[src/rtl/sig_dump_pkg.sv]
// Shared types and defaults for the post-test signature extractor.
// The CSUM state exists only when SIG_DUMP_CHECKSUM_EN is defined.
package sig_dump_pkg;

    localparam logic [31:0] TOHOST_ADDR_DEF = 32'h0000_1000;
    localparam logic [31:0] SIG_BASE_DEF    = 32'h0000_2000;
    localparam int          TRIG_BIT        = 0;

    typedef enum logic [2:0] {
        ST_IDLE,
        ST_HDR,
        ST_RD,
        ST_CAP,
        ST_SEND,
`ifdef SIG_DUMP_CHECKSUM_EN
        ST_CSUM,
`endif
        ST_DONE
    } sig_state_e;

    function automatic logic [31:0] sig_word_addr(input logic [31:0] base, input logic [31:0] idx);
        return base + (idx << 2);
    endfunction

endpackage

[src/rtl/sig_dump_if.sv]
// Snooped write bus, data-memory read port and output stream of sig_dump.
// master = extractor side, slave = memory/stream-sink side.
interface sig_dump_if;
    logic        dmem_we;
    logic [31:0] dmem_waddr;
    logic [31:0] dmem_wdata;
    logic        mem_re;
    logic [31:0] mem_raddr;
    logic [31:0] mem_rdata;
    logic        out_valid;
    logic [31:0] out_data;
    logic        out_last;
    logic        out_ready;

    modport master (
        input  dmem_we, dmem_waddr, dmem_wdata, mem_rdata, out_ready,
        output mem_re, mem_raddr, out_valid, out_data, out_last
    );

    modport slave (
        output dmem_we, dmem_waddr, dmem_wdata, mem_rdata, out_ready,
        input  mem_re, mem_raddr, out_valid, out_data, out_last
    );
endinterface

[src/rtl/sig_stream_reg.sv]
// Valid/ready output holding register: a load presents a new word, which is
// held stable until accepted. A load in the accept cycle chains the next word.
module sig_stream_reg #(
    parameter int W = 32
) (
    input  logic         clk,
    input  logic         rst,
    input  logic         load,
    input  logic [W-1:0] load_data,
    input  logic         load_last,
    input  logic         ready,
    output logic         valid,
    output logic [W-1:0] data,
    output logic         last
);

    always_ff @(posedge clk or posedge rst) begin
        if (rst) begin
            valid <= 1'b0;
            data  <= '0;
            last  <= 1'b0;
        end else if (load) begin
            valid <= 1'b1;
            data  <= load_data;
            last  <= load_last;
        end else if (valid && ready) begin
            valid <= 1'b0;
            last  <= 1'b0;
        end
    end

endmodule

[src/rtl/sig_dump.sv]
// Signature extractor: waits for a tohost write, halts the core and streams
// header + SIG_WORDS memory words. Optional checksum word: SIG_DUMP_CHECKSUM_EN.
//
// state   | meaning
// IDLE    | snooping for a tohost write with bit0 set
// HDR     | header word (tohost value) presented on the stream
// RD      | read strobe for signature word cnt
// CAP     | read data captured into the stream register
// SEND    | signature word presented on the stream
// CSUM    | checksum word presented (checksum build only)
// DONE    | stream complete, held until reset
module sig_dump
    import sig_dump_pkg::*;
#(
    parameter logic [31:0] TOHOST_ADDR = TOHOST_ADDR_DEF,
    parameter logic [31:0] SIG_BASE    = SIG_BASE_DEF,
    parameter int unsigned SIG_WORDS   = 16
) (
    input  logic       clk,
    input  logic       rst,
    sig_dump_if.master bus,
    output logic       cpu_halt,
    output logic       done,
    output logic       pass
);

    localparam int unsigned CNT_W = (SIG_WORDS < 1) ? 1 : $clog2(SIG_WORDS + 1);
    localparam logic [CNT_W-1:0] LAST_IDX = (SIG_WORDS == 0) ? '0 : CNT_W'(SIG_WORDS - 1);
`ifdef SIG_DUMP_CHECKSUM_EN
    localparam bit CSUM_EN = 1'b1;
`else
    localparam bit CSUM_EN = 1'b0;
`endif
    localparam bit HDR_LAST = (SIG_WORDS == 0) && !CSUM_EN;

    if (SIG_BASE[1:0] != 2'b00) begin : g_bad_align
        $error("sig_dump: SIG_BASE must be word aligned");
    end
    if ((64'(SIG_BASE) + 64'(SIG_WORDS) * 64'd4) > 64'h1_0000_0000) begin : g_bad_window
        $error("sig_dump: signature window exceeds the 32-bit address space");
    end
    if (SIG_WORDS > 1024) begin : g_bad_words
        $error("sig_dump: SIG_WORDS out of range 0..1024");
    end

    sig_state_e       state, state_nxt;
    logic [CNT_W-1:0] cnt;
    logic [31:0]      tohost_q;
    logic             armed;
    logic             hs;
    logic             ld;
    logic [31:0]      ld_data;
    logic             ld_last;
    logic             tohost_ld;
    logic             cnt_inc;
    logic             finish;
`ifdef SIG_DUMP_CHECKSUM_EN
    logic [31:0]      csum_q;
`endif

    assign hs       = bus.out_valid && bus.out_ready;
    assign cpu_halt = (state != ST_IDLE);
    assign done     = (state == ST_DONE);
    assign pass     = (tohost_q == 32'h1);

    // armed blocks a trigger landing in the first clock after reset release
    always_ff @(posedge clk or posedge rst) begin
        if (rst) begin
            state    <= ST_IDLE;
            cnt      <= '0;
            tohost_q <= '0;
            armed    <= 1'b0;
        end else begin
            state <= state_nxt;
            armed <= 1'b1;
            if (tohost_ld) begin
                tohost_q <= bus.dmem_wdata;
                cnt      <= '0;
            end else if (cnt_inc) begin
                cnt <= cnt + 1'b1;
            end
        end
    end

`ifdef SIG_DUMP_CHECKSUM_EN
    always_ff @(posedge clk or posedge rst) begin
        if (rst) begin
            csum_q <= '0;
        end else if (tohost_ld) begin
            csum_q <= bus.dmem_wdata;
        end else if (state == ST_CAP) begin
            csum_q <= csum_q + bus.mem_rdata;
        end
    end
`endif

    always_comb begin
        state_nxt     = state;
        ld            = 1'b0;
        ld_data       = '0;
        ld_last       = 1'b0;
        tohost_ld     = 1'b0;
        cnt_inc       = 1'b0;
        finish        = 1'b0;
        bus.mem_re    = 1'b0;
        bus.mem_raddr = '0;
        unique case (state)
            ST_IDLE: begin
                if (armed && bus.dmem_we && (bus.dmem_waddr == TOHOST_ADDR) &&
                    bus.dmem_wdata[TRIG_BIT]) begin
                    tohost_ld = 1'b1;
                    ld        = 1'b1;
                    ld_data   = bus.dmem_wdata;
                    ld_last   = HDR_LAST;
                    state_nxt = ST_HDR;
                end
            end
            ST_HDR: begin
                if (hs) begin
                    if (SIG_WORDS == 0) finish = 1'b1;
                    else                state_nxt = ST_RD;
                end
            end
            ST_RD: begin
                bus.mem_re    = 1'b1;
                bus.mem_raddr = sig_word_addr(SIG_BASE, 32'(cnt));
                state_nxt     = ST_CAP;
            end
            ST_CAP: begin
                ld        = 1'b1;
                ld_data   = bus.mem_rdata;
                ld_last   = !CSUM_EN && (cnt == LAST_IDX);
                state_nxt = ST_SEND;
            end
            ST_SEND: begin
                if (hs) begin
                    cnt_inc = 1'b1;
                    if (cnt == LAST_IDX) finish = 1'b1;
                    else                 state_nxt = ST_RD;
                end
            end
`ifdef SIG_DUMP_CHECKSUM_EN
            ST_CSUM: begin
                if (hs) state_nxt = ST_DONE;
            end
`endif
            ST_DONE: begin
                state_nxt = ST_DONE;
            end
            default: begin
                state_nxt = ST_IDLE;
            end
        endcase

        // the checksum word is loaded in the same cycle the final word is taken
        if (finish) begin
`ifdef SIG_DUMP_CHECKSUM_EN
            ld        = 1'b1;
            ld_data   = csum_q;
            ld_last   = 1'b1;
            state_nxt = ST_CSUM;
`else
            state_nxt = ST_DONE;
`endif
        end
    end

    sig_stream_reg #(.W(32)) u_stream (
        .clk       (clk),
        .rst       (rst),
        .load      (ld),
        .load_data (ld_data),
        .load_last (ld_last),
        .ready     (bus.out_ready),
        .valid     (bus.out_valid),
        .data      (bus.out_data),
        .last      (bus.out_last)
    );

endmodule

[src/flat_wrapper.sv]
// flat-port wrapper written by rule: the top's interface ports become plain ports
module sig_dump_flat import sig_dump_pkg::*;
#(
    parameter logic [31:0] TOHOST_ADDR = TOHOST_ADDR_DEF,
    parameter logic [31:0] SIG_BASE    = SIG_BASE_DEF,
    parameter int unsigned SIG_WORDS   = 16
)
  (clk, rst, cpu_halt, done, pass, bus_dmem_we, bus_dmem_waddr, bus_dmem_wdata, bus_mem_rdata, bus_out_ready, bus_mem_re, bus_mem_raddr, bus_out_valid, bus_out_data, bus_out_last);
  sig_dump_if bus_i ();
  input  logic clk;
  input  logic rst;
  output logic cpu_halt;
  output logic done;
  output logic pass;
  input wire logic [$bits(bus_i.dmem_we)-1:0] bus_dmem_we;
  input wire logic [$bits(bus_i.dmem_waddr)-1:0] bus_dmem_waddr;
  input wire logic [$bits(bus_i.dmem_wdata)-1:0] bus_dmem_wdata;
  input wire logic [$bits(bus_i.mem_rdata)-1:0] bus_mem_rdata;
  input wire logic [$bits(bus_i.out_ready)-1:0] bus_out_ready;
  output wire logic [$bits(bus_i.mem_re)-1:0] bus_mem_re;
  output wire logic [$bits(bus_i.mem_raddr)-1:0] bus_mem_raddr;
  output wire logic [$bits(bus_i.out_valid)-1:0] bus_out_valid;
  output wire logic [$bits(bus_i.out_data)-1:0] bus_out_data;
  output wire logic [$bits(bus_i.out_last)-1:0] bus_out_last;
  assign bus_i.dmem_we = bus_dmem_we;
  assign bus_i.dmem_waddr = bus_dmem_waddr;
  assign bus_i.dmem_wdata = bus_dmem_wdata;
  assign bus_i.mem_rdata = bus_mem_rdata;
  assign bus_i.out_ready = bus_out_ready;
  assign bus_mem_re = bus_i.mem_re;
  assign bus_mem_raddr = bus_i.mem_raddr;
  assign bus_out_valid = bus_i.out_valid;
  assign bus_out_data = bus_i.out_data;
  assign bus_out_last = bus_i.out_last;
  sig_dump #(.TOHOST_ADDR(TOHOST_ADDR), .SIG_BASE(SIG_BASE), .SIG_WORDS(SIG_WORDS)) u_core (.clk(clk), .rst(rst), .bus(bus_i), .cpu_halt(cpu_halt), .done(done), .pass(pass));
endmodule
[config.mk]
export PLATFORM = sky130hd
export DESIGN_NAME = sig_dump_flat
export DESIGN_NICKNAME = d
export VERILOG_FILES = /design/src/rtl/sig_dump_pkg.sv /design/src/rtl/sig_dump_if.sv /design/src/rtl/sig_stream_reg.sv /design/src/rtl/sig_dump.sv /design/src/flat_wrapper.sv
export SDC_FILE = /design/constraint.sdc
export NUM_CORES = 1
export LEC_CHECK = 0
export CAP_MARGIN = 20
export CORE_MARGIN = 1.5
export CORE_UTILIZATION = 38
export CTS_CLUSTER_DIAMETER = 120
export DETAILED_ROUTE_END_ITERATION = 12
export GPL_ROUTABILITY_DRIVEN = 0
export GPL_TIMING_DRIVEN = 0
export PLACE_DENSITY = 0.82
export RECOVER_POWER = 50
export SLEW_MARGIN = 40
export SYNTH_ARGS = -nofsm -noshare
export SYNTH_HDL_FRONTEND = slang
export SYNTH_SLANG_ARGS = --single-unit
[constraint.sdc]
create_clock -name clk -period 2.45 [get_ports clk]
set_clock_uncertainty 0.1 [all_clocks]
set_input_delay 0.49 -clock clk [delete_from_list [all_inputs] [get_ports clk]]
set_output_delay 0.49 -clock clk [all_outputs]
set_load 0.005 [all_outputs]
==> results.json <==
{
  "drt-total-wl_microns": 10900,
  "hold_path_startpoint": "u_core.tohost_q[0]",
  "whs_endpoint": "u_core.tohost_q[0]",
  "netlist_instances": 403,
  "clk_pin_slew_ps": 80,
  "utilization_pct": 62.9,
  "die_x_microns": 101,
  "power.leakage_nw": 2.61,
  "hold_path_depth": 1,
  "port_buffers": 143,
  "fin_nets": 691,
  "start_util_pct": 39.5,
  "clk_root_buffer_cell": "clkbuf_8",
  "intPower_mw": 1.99,
  "netSwitchingPower_uw": 531,
  "drc_errors": 0,
  "grt_use_total_pct": 21.2,
  "rr_startpoint": "u_core.state[2]",
  "holdCritPathClass": "reg2reg",
  "reg2reg_to": "u_core.u_stream.data[9]",
  "grt_max_degree": 27,
  "rsz0062_at_grt": "true",
  "first_pass_iters": 4,
  "yosys.area.top_type": "dfrtp_1",
  "ff2ff_setup_slack_ps": 280,
  "cp_cell_sequence": "clkdlybuf4s50_1, or4_4, nor4_4, and3_4, clkbuf_16, clkbuf_16, o211ai_1",
  "whs_ps": 360,
  "finalSetupViolations": 0,
  "dp_hpwl_microns": 8110,
  "cts.path.max_buffers": 2,
  "syn_avg_cell_area_sq_um": 9.13,
  "maxCapViolCount": 0,
  "end_kind": "flop",
  "critPathMostFrequentCell": "clkbuf_16",
  "hold_violations": 0,
  "synth_edf_count": 0,
  "core_sq_mm": 0.00933,
  "synth_top_area_share_pct": 51.0,
  "antenna_found_initial": 0,
  "fin_crit_sh_pct": 97.1,
  "synth-seq-cells": 75,
  "n_antenna_cell": 0,
  "wire_per_inst_microns": 15.1,
  "tightestPinTransition_ps": 1420,
  "cts.sinks": 75,
  "die_area_sq_mm": 0.0103,
  "clock_latency_ps": 330,
  "seqPwrFrac_pct": 49.1,
  "ios": 170,
  "yosysWarnings": 0,
  "critPathTopFamily": "simple AND/OR/NAND/NOR gates",
  "vias_per_cell": 4.94,
  "synth_cell_type_count": 38,
  "drive_above_1_share_pct": 13.8,
  "rr_worst_depth": 7,
  "cp.buffers_inverters": 3,
  "slowest_stage": "or4_4",
  "drtIter0Drc": 118,
  "netSwitchingFraction_pct": 21.1,
  "vias": 3570,
  "worst-path-max-fanout": 5,
  "async_flop_share_pct": 100,
  "gr-total-overflow": 0,
  "htree_levels": 3,
  "ys.flop_type": "dfrtp_1",
  "max_stage_delay_ps": 540,
  "cp-start-kind": "primary input",
  "area_delta_synth_final_pct": 59.3,
  "p_comb_share_pct": 9.6,
  "required_ps": 2560,
  "critPathKind": "in2reg",
  "detail-route-antenna-nets": 0,
  "ys_seq_area_share_pct": 51.0,
  "arrival_ps": 2490,
  "grt_pass1_wl_microns": 17000,
  "synthesis.area_sq_mm": 0.00368,
  "tritoncts": "built",
  "run_status": "finished clean",
  "die_h_microns": 101,
  "timing.final.crit_period_ps": 2380,
  "ir_drop_uv": 232,
  "placementRows": 35,
  "fmax_mhz": 420,
  "relSlewSlack_pct": 5.48,
  "grt_pass1_vias": 3566,
  "totalPowerFinal_mw": 2.52,
  "cts_inserted_buffers": 9,
  "ys_top_cells_by_area": "dfrtp_1 51%, buf_4 7.1%, nand2_1 6.9%",
  "power-per-cell-area_mw_per_mm2": 429,
  "slew_viol_final": 0,
  "fillers": 799,
  "clock_power_share_pct": 41.2
}
layer usage:
layer | vias to the layer above | share of wire [%] | routed length [microns] | track usage (%)
li1 | 1724 | - | - | -
met1 | 1707 | 43 | 4680 | 27.0
met2 | 115 | 50 | 5460 | 36.7
met3 | 24 | 4.9 | 540 | 3.45
met4 | 0 | 2.4 | 260 | 7.48
met5 | - | 0 | 0 | 0
power by group through the flow:
stage,combinational (mW),clock (mW),sequential (mW)
2_1_floorplan,0.0635,0,1.26
6_report,0.242,1.04,1.24
5_1_grt,0.262,1.13,1.24
3_5_place_dp,0.242,0,1.26
3_3_place_gp,0.229,0,1.26
4_1_cts,0.246,1.06,1.24
area by class of cell:
| cell class | count | area (sq um) | area share, % |
|---|---|---|---|
| clock buffer | 10 | 128 | 2.18 |
| sequential | 75 | 1880 | 32.0 |
| buffer | 54 | 408 | 6.96 |
| multi-input combinational | 262 | 1490 | 25.5 |
| clock inverter | 6 | 90.1 | 1.54 |
| tap | 129 | 161 | 2.75 |
| timing repair buffer | 151 | 1570 | 26.8 |
| inverter | 36 | 139 | 2.37 |
layout by cell type (no fill, tap or decap), types with 3 or more instances in the layout:
cell type / synthesis / layout
clkdlybuf4s50_1: 0 / 122
dfrtp_1: 75 / 75
nand2_1: 68 / 68
inv_1: 36 / 35
nand4_1: 33 / 33
o21ai_1: 32 / 32
o211ai_1: 31 / 31
buf_4: 35 / 29
conb_1: 2 / 27
dlygate4sd3_1: 0 / 18
nor2_1: 13 / 11
clkbuf_1: 16 / 10
clkbuf_8: 0 / 9
clkbuf_2: 0 / 7
nor4_1: 10 / 6
and3_1: 7 / 6
buf_8: 0 / 4
buf_6: 0 / 4
nor4b_1: 3 / 3
buf_2: 4 / 3
buf_12: 0 / 3
nor3_1: 3 / 3
xnor2_1: 3 / 3
nand3_1: 3 / 3
nor4_2: 1 / 3
clkbuf_16: 0 / 3
state kept, by name (all words and copies together) (netlist names):
name / count
u_core.tohost_q: 32
u_core.u_stream.data: 32
u_core.cnt: 5
u_core.state: 3
u_core.armed: 1
u_core.u_stream.last: 1
u_core.u_stream.valid: 1
repair_timing:
action,CTS,global route
hold buffers,0,0
pin swaps,3,9
gates resized for setup,15,32
setup buffers,2,0
gates cloned,0,3
endpoints found under the setup margin,78,74
cell usage after synthesis (4+ instances only):
cell type	count
and3_1	7
buf_2	4
buf_4	35
clkbuf_1	16
dfrtp_1	75
inv_1	36
nand2_1	68
nand4_1	33
nor2_1	13
nor4_1	10
o211ai_1	31
o21ai_1	32
or4_1	4
metrics by stage:
stage,cells,worst slack (ps),setup TNS [ps],area (sq um)
after floorplan,428,242,0,3780
after global placement,700,-510,-33330,5370
after detailed placement,703,-549,-32720,5430
after CTS,721,13.7,0,5720
after global routing,723,-19.0,-58.9,5860
final,723,70.5,0,5860
worst max-delay path by stage:
| stage | start | end | slack (ps) | depth (start not counted) |
|---|---|---|---|---|
| 2_1_floorplan | bus_dmem_waddr[18] | u_core.u_stream.data[23] | 240 | 6 |
| 3_3_place_gp | bus_dmem_waddr[18] | u_core.u_stream.data[10] | -510 | 7 |
| 3_5_place_dp | bus_dmem_waddr[18] | u_core.u_stream.data[3] | -550 | 7 |
| 4_1_cts | u_core.state[0] | bus_mem_raddr[13] | 10 | 5 |
| 5_1_grt | u_core.state[0] | bus_mem_raddr[5] | -20 | 5 |
| 6_report | bus_dmem_waddr[21] | u_core.u_stream.data[9] | 70 | 7 |
cell families (layout without fill, tap and decap cells):
family / after synthesis / in the layout / share of synthesized area, %
AOI/OAI and AO/OA: 73 / 73 / 12.6
adders and majority gates: 2 / 2 / 0.680
DFF: 75 / 75 / 51.0
other: 2 / 27 / 0.204
xor gates and xnor gates: 4 / 4 / 0.952
buffers and inverters: 91 / 257 / 13.0
muxes: 1 / 1 / 0.272
and+or+nand+nor: 155 / 155 / 21.3
(Power assumes the default switching activity.)
